<file path="config.mk">
export PLATFORM = sky130hd
export DESIGN_NAME = mem_arbiter
export DESIGN_NICKNAME = d
export VERILOG_FILES = /design/src/rtl/mem_arbiter.sv
export SDC_FILE = /design/constraint.sdc
export NUM_CORES = 1
export LEC_CHECK = 0
export BUFFER_PORTS_ARGS = -buffer_cell sky130_fd_sc_hd__buf_2
export CORE_AREA = 8 8 343 345
export CTS_CLUSTER_SIZE = 8
export DETAILED_ROUTE_END_ITERATION = 6
export DIE_AREA = 0 0 351 353
export SETUP_SLACK_MARGIN = 0.02
export SLEW_MARGIN = 30
export SYNTH_ARGS = -nofsm -noshare
export SYNTH_HDL_FRONTEND = slang
export SYNTH_SLANG_ARGS = --single-unit
</file>
<file path="constraint.sdc">
create_clock -name clk -period 1.95 [get_ports clk]
set_input_delay 0.0975 -clock clk [delete_from_list [all_inputs] [get_ports clk]]
set_output_delay 0.0975 -clock clk [all_outputs]
set_load 0.01 [all_outputs]
</file>
<file path="src/rtl/mem_arbiter.sv">
`default_nettype none
// ============================================================================
// Module   : mem_arbiter
// Purpose  : Shares one slow line-wide memory port between an I-cache and a
//            D-cache. One transaction at a time, each costing memory latency
//            plus a grant cycle and a release cycle.
//            ARB_MODE 0: D side wins ties, but I is forced in after
//            MAX_D_BURST consecutive D grants made while I was waiting.
//            ARB_MODE 1: ties alternate, starting with D after reset.
// Ports    : clk, rst_n (synchronous, active-low)
//            i_mem_* / d_mem_* : client request, address, write line, read
//                                line and completion pulse
//            mem_*             : shared slow memory request / response
//            i_grant_cnt, d_grant_cnt : saturating per-side grant counts
// Revision : 1.0 - initial release
// ============================================================================
module mem_arbiter #(
  parameter int ARB_MODE    = 0,
  parameter int MAX_D_BURST = 4
) (
  input  logic         clk,
  input  logic         rst_n,
  input  logic         i_mem_read,
  input  logic         i_mem_write,
  input  logic [27:0]  i_mem_addr,
  input  logic [127:0] i_mem_wdata,
  output logic [127:0] i_mem_rdata,
  output logic         i_mem_ready,
  input  logic         d_mem_read,
  input  logic         d_mem_write,
  input  logic [27:0]  d_mem_addr,
  input  logic [127:0] d_mem_wdata,
  output logic [127:0] d_mem_rdata,
  output logic         d_mem_ready,
  output logic         mem_read,
  output logic         mem_write,
  output logic [27:0]  mem_addr,
  output logic [127:0] mem_wdata,
  input  logic [127:0] mem_rdata,
  input  logic         mem_ready,
  output logic [15:0]  i_grant_cnt,
  output logic [15:0]  d_grant_cnt
);

  typedef enum logic [1:0] {
    IDLE    = 2'd0,
    GNT_I   = 2'd1,
    GNT_D   = 2'd2,
    RELEASE = 2'd3
  } state_t;

  localparam logic [3:0] c_max_burst   = 4'(MAX_D_BURST);
  localparam logic       c_round_robin = (ARB_MODE != 0);

  state_t       r_state;
  state_t       w_next;
  logic [3:0]   r_burst_cnt;
  logic         r_last_d;
  logic         r_mem_read;
  logic         r_mem_write;
  logic [15:0]  r_i_grant_cnt;
  logic [15:0]  r_d_grant_cnt;

  logic         w_i_pend;
  logic         w_d_pend;
  logic         w_pick_i;
  logic         w_grant_i;
  logic         w_grant_d;
  logic         w_gnt_i_active;
  logic         w_gnt_d_active;

  assign w_i_pend = i_mem_read | i_mem_write;
  assign w_d_pend = d_mem_read | d_mem_write;

  // Next state and grant decision; grants are only ever made from IDLE.
  always_comb begin
    w_next    = r_state;
    w_pick_i  = 1'b0;
    w_grant_i = 1'b0;
    w_grant_d = 1'b0;
    case (r_state)
      IDLE: begin
        if (w_i_pend && w_d_pend) begin
          if (c_round_robin) w_pick_i = r_last_d;
          else               w_pick_i = (r_burst_cnt == c_max_burst);
          w_grant_i = w_pick_i;
          w_grant_d = ~w_pick_i;
        end else begin
          w_grant_i = w_i_pend;
          w_grant_d = w_d_pend;
        end
        if (w_grant_i)      w_next = GNT_I;
        else if (w_grant_d) w_next = GNT_D;
      end
      GNT_I, GNT_D: begin
        if (mem_ready) w_next = RELEASE;
      end
      RELEASE: w_next = IDLE;
      default: w_next = IDLE;
    endcase
  end

  always_ff @(posedge clk) begin
    if (!rst_n) begin
      r_state       <= IDLE;
      r_burst_cnt   <= 4'd0;
      r_last_d      <= 1'b0;
      r_mem_read    <= 1'b0;
      r_mem_write   <= 1'b0;
      r_i_grant_cnt <= 16'd0;
      r_d_grant_cnt <= 16'd0;
    end else begin
      r_state <= w_next;
      if (w_grant_i) begin
        // A combined read+write request is treated as a write.
        r_mem_write <= i_mem_write;
        r_mem_read  <= i_mem_read & ~i_mem_write;
        r_burst_cnt <= 4'd0;
        r_last_d    <= 1'b0;
        if (r_i_grant_cnt != 16'hFFFF) r_i_grant_cnt <= r_i_grant_cnt + 16'd1;
      end else if (w_grant_d) begin
        r_mem_write <= d_mem_write;
        r_mem_read  <= d_mem_read & ~d_mem_write;
        // Only D grants that overtake a waiting I count towards the burst.
        r_burst_cnt <= w_i_pend ? r_burst_cnt + 4'd1 : 4'd0;
        r_last_d    <= 1'b1;
        if (r_d_grant_cnt != 16'hFFFF) r_d_grant_cnt <= r_d_grant_cnt + 16'd1;
      end else if ((r_state == GNT_I || r_state == GNT_D) && mem_ready) begin
        r_mem_read  <= 1'b0;
        r_mem_write <= 1'b0;
      end
    end
  end

  // Gating with rst_n keeps the combinational outputs quiet during reset,
  // so an abandoned transaction never forwards a ready.
  assign w_gnt_i_active = rst_n && (r_state == GNT_I);
  assign w_gnt_d_active = rst_n && (r_state == GNT_D);

  assign mem_read    = r_mem_read;
  assign mem_write   = r_mem_write;
  assign mem_addr    = w_gnt_i_active ? i_mem_addr  :
                       w_gnt_d_active ? d_mem_addr  : 28'd0;
  assign mem_wdata   = w_gnt_i_active ? i_mem_wdata :
                       w_gnt_d_active ? d_mem_wdata : 128'd0;
  assign i_mem_rdata = mem_rdata;
  assign d_mem_rdata = mem_rdata;
  assign i_mem_ready = mem_ready & w_gnt_i_active;
  assign d_mem_ready = mem_ready & w_gnt_d_active;
  assign i_grant_cnt = r_i_grant_cnt;
  assign d_grant_cnt = r_d_grant_cnt;

endmodule
`default_nettype wire

</file>
Yosys cells after proc, flatten, opt, wreduce, memory -nomap -nowiden:

Cells that the tools add are included.

* eq/ne operators: 8
* reduce and logical (&&, ||, !) cells: 12
* bitwise logic cells: 11
* muxes and demuxes: 22
* $add $sub $neg: 3

Operators with widths (count)
* two-way mux 128 bit: 2
* two-way mux 28 bit: 2
* adder 16 x 1 -> 16 bit, second input constant: 2
* inequality test 16 bit, second input constant: 2
* two-way mux 1 bit: 13
* two-way mux 2 bit: 3
* one-hot mux 2 bit (3 select lines): 1
* NOT 1 bit: 5
* adder 4 x 1 -> 4 bit, second input constant: 1
* bitwise AND 1 bit: 4
* == test 2 bit, second input constant: 2
* == test 4 x 3 -> 1 bit, second input constant: 1
* logical AND 1 bit: 4
* two-way mux 4 bit: 1
* AND reduction 2 bit: 2
* OR reduction 2 bit: 2
* inequality test 3 x 1 -> 1 bit, second input constant: 1
* AND reduction 3 bit: 1
* nonzero test 3 bit: 1
* == test 2 x 1 -> 1 bit, second input constant: 1
* logical NOT 2 bit: 1
* inequality test 2 bit, second input constant: 1
* OR 1 bit: 2
* logical OR 1 bit: 1

* output and inout port bits: 448
* register bits after elaboration: 40
* logic and storage cells: 62
* input bits: 447

Depth between registers and ports, before layout:

* depth after elaboration: 10
* gate-level depth with buffers: 9
* depth with buffers taken out: 6

Least setup slack after synthesis:

Ideal clock, no wire load.

* path type: register -> register
* start point: reg r_burst_cnt[0]
* end point: reg r_d_grant_cnt[14] (netlist: d_grant_cnt[14])
* slack: 0.031 ns
* setup time: 0.072 ns
* stages on the path, launching flop included: 10
* arrival time: 1.847 ns
* period minus slack after synthesis: 1.919 ns
* cell sequence: dfxtp_1 -> inv_1 -> ha_1 -> and3b_1 -> buf_2 -> a21o_1 -> buf_2 -> buf_6 -> nor4_1 -> mux2i_1

* cells in the longest elaborated chain, start to end: 8

Ends and longest elaborated chain
* start, declared: line 57 `logic [3:0] r_burst_cnt;`
* start signal, assigned: line 125 `r_burst_cnt <= w_i_pend ? r_burst_cnt + 4'd1 : 4'd0;`
* == test 4 x 3 -> 1 bit (*): line 85 `else w_pick_i = (r_burst_cnt == c_max_burst);`
* two-way mux 1 bit (*): line 83 `if (w_i_pend && w_d_pend) begin`
* two-way mux 1 bit (*): line 81 `case (r_state)`
* two-way mux 1 bit or NOT 1 bit (tied branches): line 83, 87
* two-way mux 1 bit (on tied branches): line 81, 83
* two-way mux 1 bit: line 81
* NOT 1 bit (no source line) or two-way mux 1 bit (tied branches)
* AND reduction 3 bit (no source line) (*)
* end signal, assigned: line 127 `if (r_d_grant_cnt != 16'hFFFF) r_d_grant_cnt <= r_d_grant_cnt + 16'd1;`
* end, declared: line 62 `logic [15:0] r_d_grant_cnt;`

Every way passes the cells marked *; elsewhere a longest branch is shown, timed or not. The select of a mux whose other input is x is not followed.
A chain may end at the register's enable or synchronous reset.

Final worst setup path:

* start point: reg r_state[0]
* end point: out mem_wdata[37]

* cells in the longest elaborated chain, start to end: 4

Ends and longest elaborated chain
* start, declared: line 55 `state_t r_state;`
* start signal, assigned: line 113 `r_state <= w_next;`
* == test 2 bit: line 138 `assign w_gnt_d_active = rst_n && (r_state == GNT_D);`
* logical AND 1 bit: line 138
* two-way mux 128 bit: line 145 `w_gnt_d_active ? d_mem_wdata : 128'd0;`
* two-way mux 128 bit (*): line 144 `assign mem_wdata = w_gnt_i_active ? i_mem_wdata :`
* end, declared: line 38 `output logic [127:0] mem_wdata,`

Every way passes the cells marked *; elsewhere a longest branch is shown, timed or not.

==> out/results.tsv <==
stage	metric	value	unit
yosys	synth_warnings	0	
die	io_pins	895	
global_route	grt_pass1_vias	7275	
critical_path	reg2reg_from	r_state[0]	
yosys	synth_nets	1182	
critical_path	path_max_fanout	6	
critical_path	cp-end-kind	primary output	
critical_path	arrival	1930	ps
finish	flow.area_growth_from_synthesis	91.6	%
critical_path	startpoint_type	flip-flop	
routing	vias_per_cell	2.93	
yosys	synth_edf_count	0	
yosys	ys_ff_latch	40	
timing	slew_headroom	44.7	%
finish	final_util	9.81	%
yosys	syn_inst	727	
die	coreArea	112000	um^2
finish	final.fill_count	13065	
finish	drive_above_1_share	66.5	%
place	place.gp.congestion	0.896	
worst_hold_path	worstHoldEndpoint	d_mem_rdata[20]	
timing	post-route-period-util	104	%
power	p_leak	4.66	nW
run_status	violations	setup timing	
clock_tree	cts-buffers-inserted	5	
power	clockPowerShare	10.0	%
routing	drt_iter0_markers	481	
critical_path	rr_worst_depth	8	
power	power	9.42	mW
yosys	ys.flop_type	dfxtp_1	
global_route	grt_overflow_total	0	
clock_tree	htree_levels	2	
global_route	grt_pass1_wl	98.7	mm
worst_hold_path	hp-start	mem_rdata[20]	
die	die_w	351	um
timing	layout_setup_ws	-78.9	ps
job	maxCapViolCount	0	
timing	fin_tns_setup	-3210	ps
run_status	outcome	finished with violations	
place	place_inst	2478	
critical_path	cp_data_required_time	1850	ps
clock_tree	cts-root-buf	clkbuf_16	
timing	min_period	2030	ps
die	rows	123	
clock_tree	clkTransAtPathRegs	60	ps
timing	clock.fmax	0.493	GHz
die	die-area	124000	um^2
global_route	antenna_found_initial	107	
clock_tree	cts_hold_buf	0	
critical_path	worstSetupPathType	reg -> out	
routing	drt-total-wl	85.6	mm
timing	hold_violations	0	
power	p_int	5.28	mW
power	vdd_drop_max	0.000315	V
yosys	syn_area	5720	um^2
clock_tree	clock_latency	290	ps
die	start_util	5.12	%
worst_hold_path	min_path_cells	0	
routing	first_pass_iters	5	
power	pwr_density_cell	858	nW/um^2
critical_path	startpoint	r_state[0]	
routing	wire_per_inst	33.5	um
clock_tree	cts_tree	yes	
finish	layoutNonFillerInstCount	2554	
global_route	grt_usage	12.7	%
clock_tree	cts.sink_count	40	
timing	setup_violations	105	
power	switchingPower	4.14	mW
power	power_frac_seq	10.4	%
worst_hold_path	hold_path_class	in -> out	
clock_tree	clockBufferDepth	2	
timing	rsz0062_at_grt	true	
place	dpl_worst_slack	-122	ps
routing	via_count	7481	
power	p_sw_share	44.0	%
yosys	synthDistinctLibCells	51	
routing	drcViolationCount	0	
die	die_y	353	um
critical_path	reg2reg_to	i_grant_cnt[3]	
timing	maxSlewViolCount	0	
place	portBuffers	510	
timing	tightest_slew	819	ps
routing	ant_nets	0	
critical_path	ff2ff_setup_slack	20	ps
finish	nNetsFinal	1477	
power	p_comb_share	79.6	%
yosys	async_reset_ff_share	0	%
timing	skew	7.52	ps
yosys	avgSynthCellArea	7.87	um^2
place	dp_hpwl	74.1	mm
global_route	grt_start_max_net_pins	33	
yosys	synth_seq_area_share	14.0	%
## metal layers
| metal | track usage, % | vias up | wire length [um] | part of all wire [%] |
|---|---|---|---|---|
| met5 | 0.785 | - | 519 | 0.61 |
| met4 | 2.05 | 63 | 2320 | 2.7 |
| met3 | 8.20 | 214 | 12600 | 15 |
| met2 | 18.2 | 752 | 34600 | 40 |
| met1 | 16.0 | 3374 | 35500 | 42 |
| li1 | - | 3078 | - | - |
## layout by cell type (no fill, tap or decap), types with 3 or more instances in the layout
master	synthesis	final
nor4_2	1	13
o21a_1	4	4
ha_1	8	5
a21oi_2	0	4
buf_2	6	431
nand3_1	15	15
buf_4	256	30
a22o_1	156	112
nand2b_1	16	16
or3_1	4	4
mux2i_1	16	16
buf_12	0	43
o21ai_0	11	9
nor2_1	8	7
nand4_1	9	9
diode_2	0	31
and3_1	4	4
clkbuf_16	0	14
nor3_1	3	3
inv_1	11	9
o31ai_1	11	11
a22o_4	0	44
or4_1	10	10
dfxtp_1	40	37
nor4_1	17	5
nand2_1	32	31
buf_16	0	20
buf_6	1	56
a21oi_1	18	14
buf_8	0	4
## Yosys cell counts (2+ instances only)
master	instances	area, um^2
a21oi_1	18	90.1
a22o_1	156	1370
and3_1	4	25.0
buf_1	6	22.5
buf_2	6	30.0
buf_4	256	1920
clkbuf_1	36	135
dfxtp_1	40	801
ha_1	8	100
inv_1	11	41.3
mux2i_1	16	160
nand2_1	32	120
nand2b_1	16	100
nand3_1	15	75.1
nand4_1	9	56.3
nor2_1	8	30.0
nor3_1	3	15.0
nor4_1	17	106
o211ai_1	2	15.0
o21a_1	4	30.0
o21ai_0	11	55.1
o21bai_1	2	15.0
o31ai_1	11	82.6
or3_1	4	25.0
or4_1	10	75.1
## worst max-delay path, stage by stage (launching register included)
cell	delay, ps
dfxtp_2	340
buf_6	120
ha_4	160
and2_4	180
buf_12	150
buf_16	170
clkbuf_16	160
a22o_1	210
buf_2	140
## kinds of logic (layout without fill, tap and decap cells)
kind of cell | count (synthesis) | in the layout | share of synthesized area (%)
buf+inv | 317 | 613 | 37.8
compound gates | 214 | 214 | 30.5
simple gates | 131 | 131 | 13.0
flops | 40 | 40 | 14.0
mux | 16 | 16 | 2.80
fa+ha+maj | 8 | 8 | 1.75
xor+xnor | 1 | 1 | 0.153
other cells | 0 | 31 | 0
## sequential cells by signal, summed over array words and instances (netlist names)
register     count
r_state          2
r_burst_cnt      4
d_grant_cnt     16
i_grant_cnt     16
mem_read         1
mem_write        1
## what timing repair did
action	CTS	global route
resized for setup	171	56
buffers inserted	15	0
cloned	15	11
setup endpoints to repair	156	185
pin swaps	41	25
## how the worst max path moves through the flow
stage                            to  slack [ps]  depth (start not counted)
floorplan           d_grant_cnt[14]          30                          9
global placement       mem_addr[26]        -110                          7
detailed placement     mem_addr[26]        -120                          7
CTS                   mem_wdata[65]        -100                          7
global route          mem_wdata[80]        -120                          8
finish                mem_wdata[37]         -80                          8
## layout make-up
cell class	count	area, um^2	area share (%)
clock inverter	2	35.0	0.319
timing repair buffer	593	4710	42.9
inverter	12	47.5	0.433
sequential	40	807	7.36
tap	1500	1880	17.1
antenna	31	77.6	0.707
clock buffer	6	129	1.17
multi-input combinational	370	3290	30.0
## per-stage QoR
stage | area [um^2] | hold WS (ps)
2_1_floorplan | 5720 | 287
3_3_place_gp | 8950 | 195
3_5_place_dp | 8950 | 195
4_1_cts | 10400 | 195
5_1_grt | 10900 | 195
6_report | 11000 | 195
## power groups by stage
stage | Sequential (mW) | Clock [mW] | Combinational, mW
after floorplan | 0.981 | 0 | 2.62
after CTS | 0.963 | 0.966 | 7.24
after detailed placement | 0.969 | 0 | 5.51
final | 0.976 | 0.944 | 7.50
after global routing | 0.983 | 0.999 | 7.96
after global placement | 0.969 | 0 | 5.47
No activity file was read; power rests on OpenSTA's default activity.
